File: config.mk
export PLATFORM = sky130hd
export DESIGN_NAME = axi4_lite_regfile_flat
export DESIGN_NICKNAME = d
export VERILOG_FILES = /design/src/rtl/axi4_lite_regfile_if.sv /design/src/rtl/axi4_lite_regfile.sv /design/src/flat_wrapper.sv
export SDC_FILE = /design/constraint.sdc
export NUM_CORES = 1
export LEC_CHECK = 0
export CORE_AREA = 2 2 136 138
export CTS_CLUSTER_DIAMETER = 150
export DETAILED_ROUTE_END_ITERATION = 10
export DIE_AREA = 0 0 138 140
export HOLD_SLACK_MARGIN = 0.06
export PLACE_DENSITY_LB_ADDON = 0.15
export SKIP_CTS_REPAIR_TIMING = 1
export SLEW_MARGIN = 20
export SYNTH_ARGS = -nofsm -noshare
export SYNTH_HDL_FRONTEND = slang
export SYNTH_SLANG_ARGS = --single-unit
File: constraint.sdc
create_clock -name clk -period 5.61 [get_ports clk]
set_clock_uncertainty 0.05 [all_clocks]
set_input_delay 0.561 -clock clk [delete_from_list [all_inputs] [get_ports clk]]
set_output_delay 0.561 -clock clk [all_outputs]
set_load 0.02 [all_outputs]
File: src/rtl/axi4_lite_regfile_if.sv
// AXI4-Lite bus bundle for the register file.
// Parameters: WIDTH (data width), ADDR_WIDTH (byte-address width).
// Channels: AW (awaddr/awvalid/awready), W (wdata/wstrb/wvalid/wready),
//           B (bresp/bvalid/bready), AR (araddr/arvalid/arready),
//           R (rdata/rresp/rvalid/rready).
// Modports: master drives requests and response-ready; slave drives the rest.
interface axi4_lite_regfile_if #(
   parameter int unsigned WIDTH      = 32,
   parameter int unsigned ADDR_WIDTH = 4
);
   logic [ADDR_WIDTH-1:0] awaddr;
   logic                  awvalid;
   logic                  awready;
   logic [WIDTH-1:0]      wdata;
   logic [WIDTH/8-1:0]    wstrb;
   logic                  wvalid;
   logic                  wready;
   logic [1:0]            bresp;
   logic                  bvalid;
   logic                  bready;
   logic [ADDR_WIDTH-1:0] araddr;
   logic                  arvalid;
   logic                  arready;
   logic [WIDTH-1:0]      rdata;
   logic [1:0]            rresp;
   logic                  rvalid;
   logic                  rready;

   modport master (
      output awaddr, awvalid, wdata, wstrb, wvalid, bready, araddr, arvalid, rready,
      input  awready, wready, bresp, bvalid, arready, rdata, rresp, rvalid
   );

   modport slave (
      input  awaddr, awvalid, wdata, wstrb, wvalid, bready, araddr, arvalid, rready,
      output awready, wready, bresp, bvalid, arready, rdata, rresp, rvalid
   );
endinterface

File: src/rtl/axi4_lite_regfile.sv
// AXI4-Lite subordinate exposing REG_COUNT word registers.
// Ports: clk, rst (sync, active-high), axi_s (slave side of the bus),
//        reg_out (current register contents), wr_pulse (one-cycle per-register
//        strobe aligned with the new value appearing on reg_out).
// AW and W are captured independently; the write commits on the edge where both
// are present. Reads and writes proceed concurrently, one outstanding each.
module axi4_lite_regfile #(
   parameter int unsigned      WIDTH       = 32,
   parameter int unsigned      ADDR_WIDTH  = 4,
   parameter int unsigned      REG_COUNT   = 4,
   parameter logic [WIDTH-1:0] RESET_VALUE = '0
) (
   input  logic                            clk,
   input  logic                            rst,
   axi4_lite_regfile_if.slave              axi_s,
   output logic [REG_COUNT-1:0][WIDTH-1:0] reg_out,
   output logic [REG_COUNT-1:0]            wr_pulse
);

   localparam int unsigned STRB_W      = WIDTH / 8;
   localparam int unsigned IDX_W       = ADDR_WIDTH - 2;
   localparam logic [1:0]  RESP_OKAY   = 2'b00;
   localparam logic [1:0]  RESP_SLVERR = 2'b10;

   logic [REG_COUNT-1:0][WIDTH-1:0] regs_q, regs_d;
   logic                            aw_held_q, aw_held_d;
   logic [IDX_W-1:0]                aw_idx_q, aw_idx_d;
   logic                            w_held_q, w_held_d;
   logic [WIDTH-1:0]                w_data_q, w_data_d;
   logic [STRB_W-1:0]               w_strb_q, w_strb_d;
   logic                            bvalid_q, bvalid_d;
   logic [1:0]                      bresp_q, bresp_d;
   logic [REG_COUNT-1:0]            wr_pulse_q, wr_pulse_d;
   logic                            rvalid_q, rvalid_d;
   logic [WIDTH-1:0]                rdata_q, rdata_d;
   logic [1:0]                      rresp_q, rresp_d;

   logic              aw_hs, w_hs, ar_hs, commit;
   logic [IDX_W-1:0]  wr_idx, ar_idx;
   logic [WIDTH-1:0]  wr_data;
   logic [STRB_W-1:0] wr_strb;
   logic              wr_in_range;
   logic              unused_addr_lsbs;

   // Ready flags derive from held state; forced low while reset is asserted.
   assign axi_s.awready = !rst && !aw_held_q && !bvalid_q;
   assign axi_s.wready  = !rst && !w_held_q && !bvalid_q;
   assign axi_s.arready = !rst && !rvalid_q;
   assign axi_s.bvalid  = bvalid_q;
   assign axi_s.bresp   = bresp_q;
   assign axi_s.rvalid  = rvalid_q;
   assign axi_s.rdata   = rdata_q;
   assign axi_s.rresp   = rresp_q;
   assign reg_out       = regs_q;
   assign wr_pulse      = wr_pulse_q;

   assign aw_hs  = axi_s.awvalid && axi_s.awready;
   assign w_hs   = axi_s.wvalid && axi_s.wready;
   assign ar_hs  = axi_s.arvalid && axi_s.arready;
   assign commit = (aw_held_q || aw_hs) && (w_held_q || w_hs);

   // Use the held beat if one was captured earlier, else the one handshaking now.
   assign wr_idx      = aw_held_q ? aw_idx_q : axi_s.awaddr[ADDR_WIDTH-1:2];
   assign wr_data     = w_held_q ? w_data_q : axi_s.wdata;
   assign wr_strb     = w_held_q ? w_strb_q : axi_s.wstrb;
   assign wr_in_range = 32'(wr_idx) < REG_COUNT;
   assign ar_idx      = axi_s.araddr[ADDR_WIDTH-1:2];

   // Byte-offset bits do not take part in decoding.
   assign unused_addr_lsbs = ^{axi_s.awaddr[1:0], axi_s.araddr[1:0]};

   // Next-state for the write path, read path and register array.
   always_comb begin
      regs_d     = regs_q;
      aw_held_d  = aw_held_q;
      aw_idx_d   = aw_idx_q;
      w_held_d   = w_held_q;
      w_data_d   = w_data_q;
      w_strb_d   = w_strb_q;
      bvalid_d   = bvalid_q;
      bresp_d    = bresp_q;
      wr_pulse_d = '0;
      rvalid_d   = rvalid_q;
      rdata_d    = rdata_q;
      rresp_d    = rresp_q;

      if (aw_hs) begin
         aw_held_d = 1'b1;
         aw_idx_d  = axi_s.awaddr[ADDR_WIDTH-1:2];
      end
      if (w_hs) begin
         w_held_d = 1'b1;
         w_data_d = axi_s.wdata;
         w_strb_d = axi_s.wstrb;
      end

      // Held beats are consumed at commit; bvalid then blocks new beats.
      if (commit) begin
         aw_held_d = 1'b0;
         w_held_d  = 1'b0;
         bvalid_d  = 1'b1;
         bresp_d   = wr_in_range ? RESP_OKAY : RESP_SLVERR;
         for (int unsigned i = 0; i < REG_COUNT; i++) begin
            if (wr_in_range && (32'(wr_idx) == i)) begin
               wr_pulse_d[i] = 1'b1;
               for (int unsigned b = 0; b < STRB_W; b++) begin
                  if (wr_strb[b]) begin
                     regs_d[i][8*b +: 8] = wr_data[8*b +: 8];
                  end
               end
            end
         end
      end else if (bvalid_q && axi_s.bready) begin
         bvalid_d = 1'b0;
      end

      // Read samples regs_q, so a same-edge write returns the old contents.
      if (ar_hs) begin
         rvalid_d = 1'b1;
         rdata_d  = '0;
         rresp_d  = RESP_SLVERR;
         for (int unsigned i = 0; i < REG_COUNT; i++) begin
            if (32'(ar_idx) == i) begin
               rdata_d = regs_q[i];
               rresp_d = RESP_OKAY;
            end
         end
      end else if (rvalid_q && axi_s.rready) begin
         rvalid_d = 1'b0;
      end
   end

   // State register; reset abandons any in-flight transaction.
   always_ff @(posedge clk) begin
      if (rst) begin
         regs_q     <= {REG_COUNT{RESET_VALUE}};
         aw_held_q  <= 1'b0;
         aw_idx_q   <= '0;
         w_held_q   <= 1'b0;
         w_data_q   <= '0;
         w_strb_q   <= '0;
         bvalid_q   <= 1'b0;
         bresp_q    <= RESP_OKAY;
         wr_pulse_q <= '0;
         rvalid_q   <= 1'b0;
         rdata_q    <= '0;
         rresp_q    <= RESP_OKAY;
      end else begin
         regs_q     <= regs_d;
         aw_held_q  <= aw_held_d;
         aw_idx_q   <= aw_idx_d;
         w_held_q   <= w_held_d;
         w_data_q   <= w_data_d;
         w_strb_q   <= w_strb_d;
         bvalid_q   <= bvalid_d;
         bresp_q    <= bresp_d;
         wr_pulse_q <= wr_pulse_d;
         rvalid_q   <= rvalid_d;
         rdata_q    <= rdata_d;
         rresp_q    <= rresp_d;
      end
   end

endmodule

File: src/flat_wrapper.sv
// flat-port wrapper written by rule: the top's interface ports become plain ports
module axi4_lite_regfile_flat 
#(
   parameter int unsigned      WIDTH       = 32,
   parameter int unsigned      ADDR_WIDTH  = 4,
   parameter int unsigned      REG_COUNT   = 4,
   parameter logic [WIDTH-1:0] RESET_VALUE = '0
)
  (clk, rst, reg_out, wr_pulse, axi_s_awaddr, axi_s_awvalid, axi_s_wdata, axi_s_wstrb, axi_s_wvalid, axi_s_bready, axi_s_araddr, axi_s_arvalid, axi_s_rready, axi_s_awready, axi_s_wready, axi_s_bresp, axi_s_bvalid, axi_s_arready, axi_s_rdata, axi_s_rresp, axi_s_rvalid);
  axi4_lite_regfile_if #(.WIDTH(WIDTH), .ADDR_WIDTH(ADDR_WIDTH)) axi_s_i ();
  input  logic clk;
  input  logic rst;
  output logic [REG_COUNT-1:0][WIDTH-1:0] reg_out;
  output logic [REG_COUNT-1:0] wr_pulse;
  input wire logic [$bits(axi_s_i.awaddr)-1:0] axi_s_awaddr;
  input wire logic [$bits(axi_s_i.awvalid)-1:0] axi_s_awvalid;
  input wire logic [$bits(axi_s_i.wdata)-1:0] axi_s_wdata;
  input wire logic [$bits(axi_s_i.wstrb)-1:0] axi_s_wstrb;
  input wire logic [$bits(axi_s_i.wvalid)-1:0] axi_s_wvalid;
  input wire logic [$bits(axi_s_i.bready)-1:0] axi_s_bready;
  input wire logic [$bits(axi_s_i.araddr)-1:0] axi_s_araddr;
  input wire logic [$bits(axi_s_i.arvalid)-1:0] axi_s_arvalid;
  input wire logic [$bits(axi_s_i.rready)-1:0] axi_s_rready;
  output wire logic [$bits(axi_s_i.awready)-1:0] axi_s_awready;
  output wire logic [$bits(axi_s_i.wready)-1:0] axi_s_wready;
  output wire logic [$bits(axi_s_i.bresp)-1:0] axi_s_bresp;
  output wire logic [$bits(axi_s_i.bvalid)-1:0] axi_s_bvalid;
  output wire logic [$bits(axi_s_i.arready)-1:0] axi_s_arready;
  output wire logic [$bits(axi_s_i.rdata)-1:0] axi_s_rdata;
  output wire logic [$bits(axi_s_i.rresp)-1:0] axi_s_rresp;
  output wire logic [$bits(axi_s_i.rvalid)-1:0] axi_s_rvalid;
  assign axi_s_i.awaddr = axi_s_awaddr;
  assign axi_s_i.awvalid = axi_s_awvalid;
  assign axi_s_i.wdata = axi_s_wdata;
  assign axi_s_i.wstrb = axi_s_wstrb;
  assign axi_s_i.wvalid = axi_s_wvalid;
  assign axi_s_i.bready = axi_s_bready;
  assign axi_s_i.araddr = axi_s_araddr;
  assign axi_s_i.arvalid = axi_s_arvalid;
  assign axi_s_i.rready = axi_s_rready;
  assign axi_s_awready = axi_s_i.awready;
  assign axi_s_wready = axi_s_i.wready;
  assign axi_s_bresp = axi_s_i.bresp;
  assign axi_s_bvalid = axi_s_i.bvalid;
  assign axi_s_arready = axi_s_i.arready;
  assign axi_s_rdata = axi_s_i.rdata;
  assign axi_s_rresp = axi_s_i.rresp;
  assign axi_s_rvalid = axi_s_i.rvalid;
  axi4_lite_regfile #(.WIDTH(WIDTH), .ADDR_WIDTH(ADDR_WIDTH), .REG_COUNT(REG_COUNT), .RESET_VALUE(RESET_VALUE)) u_core (.clk(clk), .rst(rst), .axi_s(axi_s_i), .reg_out(reg_out), .wr_pulse(wr_pulse));
endmodule
==> run summary <==
Final hold slack: 404 ps
Syn_area_per_cell: 10.7 µm²
Distinct cells, synth: 30
Commonest non-fill, non-tap cell in the layout: clkdlybuf4s50_1
Die W: 138 µm
Fin crit period: 2830 ps
Syn Std Cell Area: 9460 µm²
FMAX: 0.353 GHz
Post-Layout Cell Count: 1,311
Worst vdd ir: 0.211 mV
Number of synthesized register bits: 207
Nets@finish: 1,119
Inserted Clock Buffers: 22
Dpl cells: 1,272
Run status: finished, final reports clean
I/O pin total: 224
Final WL: 23,400 µm
Fin crit share: 50.5%
Grt total ovfl: 0
Max-cap violations: 0
Nature of the critical path endpoint: flip-flop
Core area: 17,800 µm²
HP Class: flip-flop to flip-flop
CTS tree: done
Final Hold Viols: 0
Share of cells above drive strength 1: 12.3%
Final ANT Viol Nets: 0
Worst slew pin tran: 1120 ps
Setup WS post-layout: 2780 ps
Top cell type's share of synthesized area: 43.8%
Area of the multi-input gates: 5040 µm²
CTS root buf: clkbuf_16
Most frequent cells in the layout: 213 x clkdlybuf4s50_1, 206 x dfxtp_1, 165 x mux2i_1
Crit Path Max Fanout: 42
Relative slew margins: 25.0%
Synthesis-to-finish area growth: 31.7%
Buffers on Ports: 216
First drt pass iteration count: 4
Ant diodes: 0
Leakage: 3.98 nW
CTS max path bufs: 3
Slew Viols, Final: 0
Initial antenna violation count: 0
Leading post-synthesis cells by cell area: dfxtp_1 44%, mux2i_1 17%, nand2b_1 11%, mux4_2 7.6%, a2111oi_4 4.7%
# DRC: 0
Post-detailed-route wirelength per cell: 17.9 µm
DP HPWL: 15,000 µm
Synth Instances: 885
Yosys Warn Count: 0
Gp weighted congestion: 0.800
Routed via count: 6,977
Layout fillers: 1,341
GRT Overall Usage: 23.6%
M3 GR Usage: 6.05%
CP arrival: 3200 ps
Vias in the first global route: 6,974
Unrepaired setup endpoints after global routing: no
Pre-CTS WS: 2530 ps
Register area share after synthesis: 43.8%
Clk_lat worst skew: 490 ps
Crit Path Class: flip-flop to flip-flop
Worst setup SP type: flip-flop
FF/Latch Area: 4150 µm²
Top Usage Layer GRT: met2
Row count: 49
Setup TNS: 0 ps
Avg Vias per Cell: 5.32
Initial drt markers: 349
Critical path data required time: 5980 ps
Area leader, netlist: dfxtp_1
Met1 GRT Util: 30.4%
Largest net degree at the start of global routing: 126
First-pass GRT wire length: 37,600 µm
# H-tree levels: 1
Power density over the cells: 270 nW/µm²
Clk sink count: 207
Die Span Y: 140 µm
Met2 Usage GRT: 40.2%
Die area: 19,300 µm²
Clock-pin slew on the worst setup and hold paths: 60 ps
Final setup vio count: 0
Initial core utilization: 53.2%
## flip-flops by register name, summed over array words and instances (netlist names), 2 cells and up
signal              count
u_core.w_data_q        32
u_core.reg_out        128
u_core.aw_idx_q         2
u_core.axi_s.rdata     32
u_core.w_strb_q         4
u_core.wr_pulse         4
## worst paths after layout
check / slack, ps / end / cells past startpoint / from
setup / recovery: 2780 / u_core.reg_out[44] / 4 / u_core.w_held_q
hold / removal: 400 / u_core.w_strb_q[1] / 2 / u_core.w_strb_q[1]
setup reg to reg: 2780 / u_core.reg_out[44] / 4 / u_core.w_held_q
hold reg to reg: 400 / u_core.w_strb_q[1] / 2 / u_core.w_strb_q[1]
## layout make-up
cell class | count | area share, %
multi-input combinational | 615 | 40.5
clock inverter | 9 | 0.964
sequential | 207 | 33.3
tap | 229 | 2.30
clock buffer | 29 | 5.13
timing repair buffer | 222 | 17.8
## routing by layer
layer	wire length [µm]	up-vias
met4	394	0
met2	11000	192
met3	1660	31
li1	-	3414
met5	0	-
met1	10400	3340
## cells by family after synthesis
group,after synthesis,synth area share (%)
flip-flops,207,43.8
AND/OR/NAND/NOR,322,18.6
multiplexers,198,25.2
AO/OA/AOI/OAI,92,8.87
buffers and inverters,65,3.39
other,1,0.0397
## metrics by stage
step                      utilization, %  instance area, µm²  power, mW
after global routing                70.1               12500       3.49
after CTS                           69.9               12400       3.39
after detailed placement            65.6               11700       1.88
final                               70.1               12500       3.37
after floorplan                        -                9460       1.77
after global placement              65.6               11700       1.87
## cell usage after synthesis
library cell,number
a2111oi_4,16
a211oi_1,5
a21oi_1,37
a2bb2oi_1,1
buf_2,6
buf_4,8
buf_6,5
clkbuf_1,45
clkbuf_2,1
conb_1,1
dfxtp_1,207
mux2i_1,165
mux2i_2,1
mux4_2,32
nand2_1,104
nand2b_1,161
nand3_1,1
nand3b_1,2
nand3b_2,1
nor2_1,7
nor3_1,4
nor3b_1,2
nor4b_1,1
nor4b_2,1
o21ai_0,32
o22ai_1,1
or2_2,33
or3_1,1
or3b_1,3
or4b_2,1
## power by group
group	internal, mW	switching (mW)
Clock	0.937	0.583
Combinational	0.148	0.172
Sequential	1.50	0.0325
## worst max-delay path, cell delays in order, from the launching register on
cell and delay, ps:
dfxtp_4 900, o22ai_4 350, buf_16 270, a2111oi_4 890, mux2i_1 270
No activity file was read; power rests on OpenSTA's default activity.
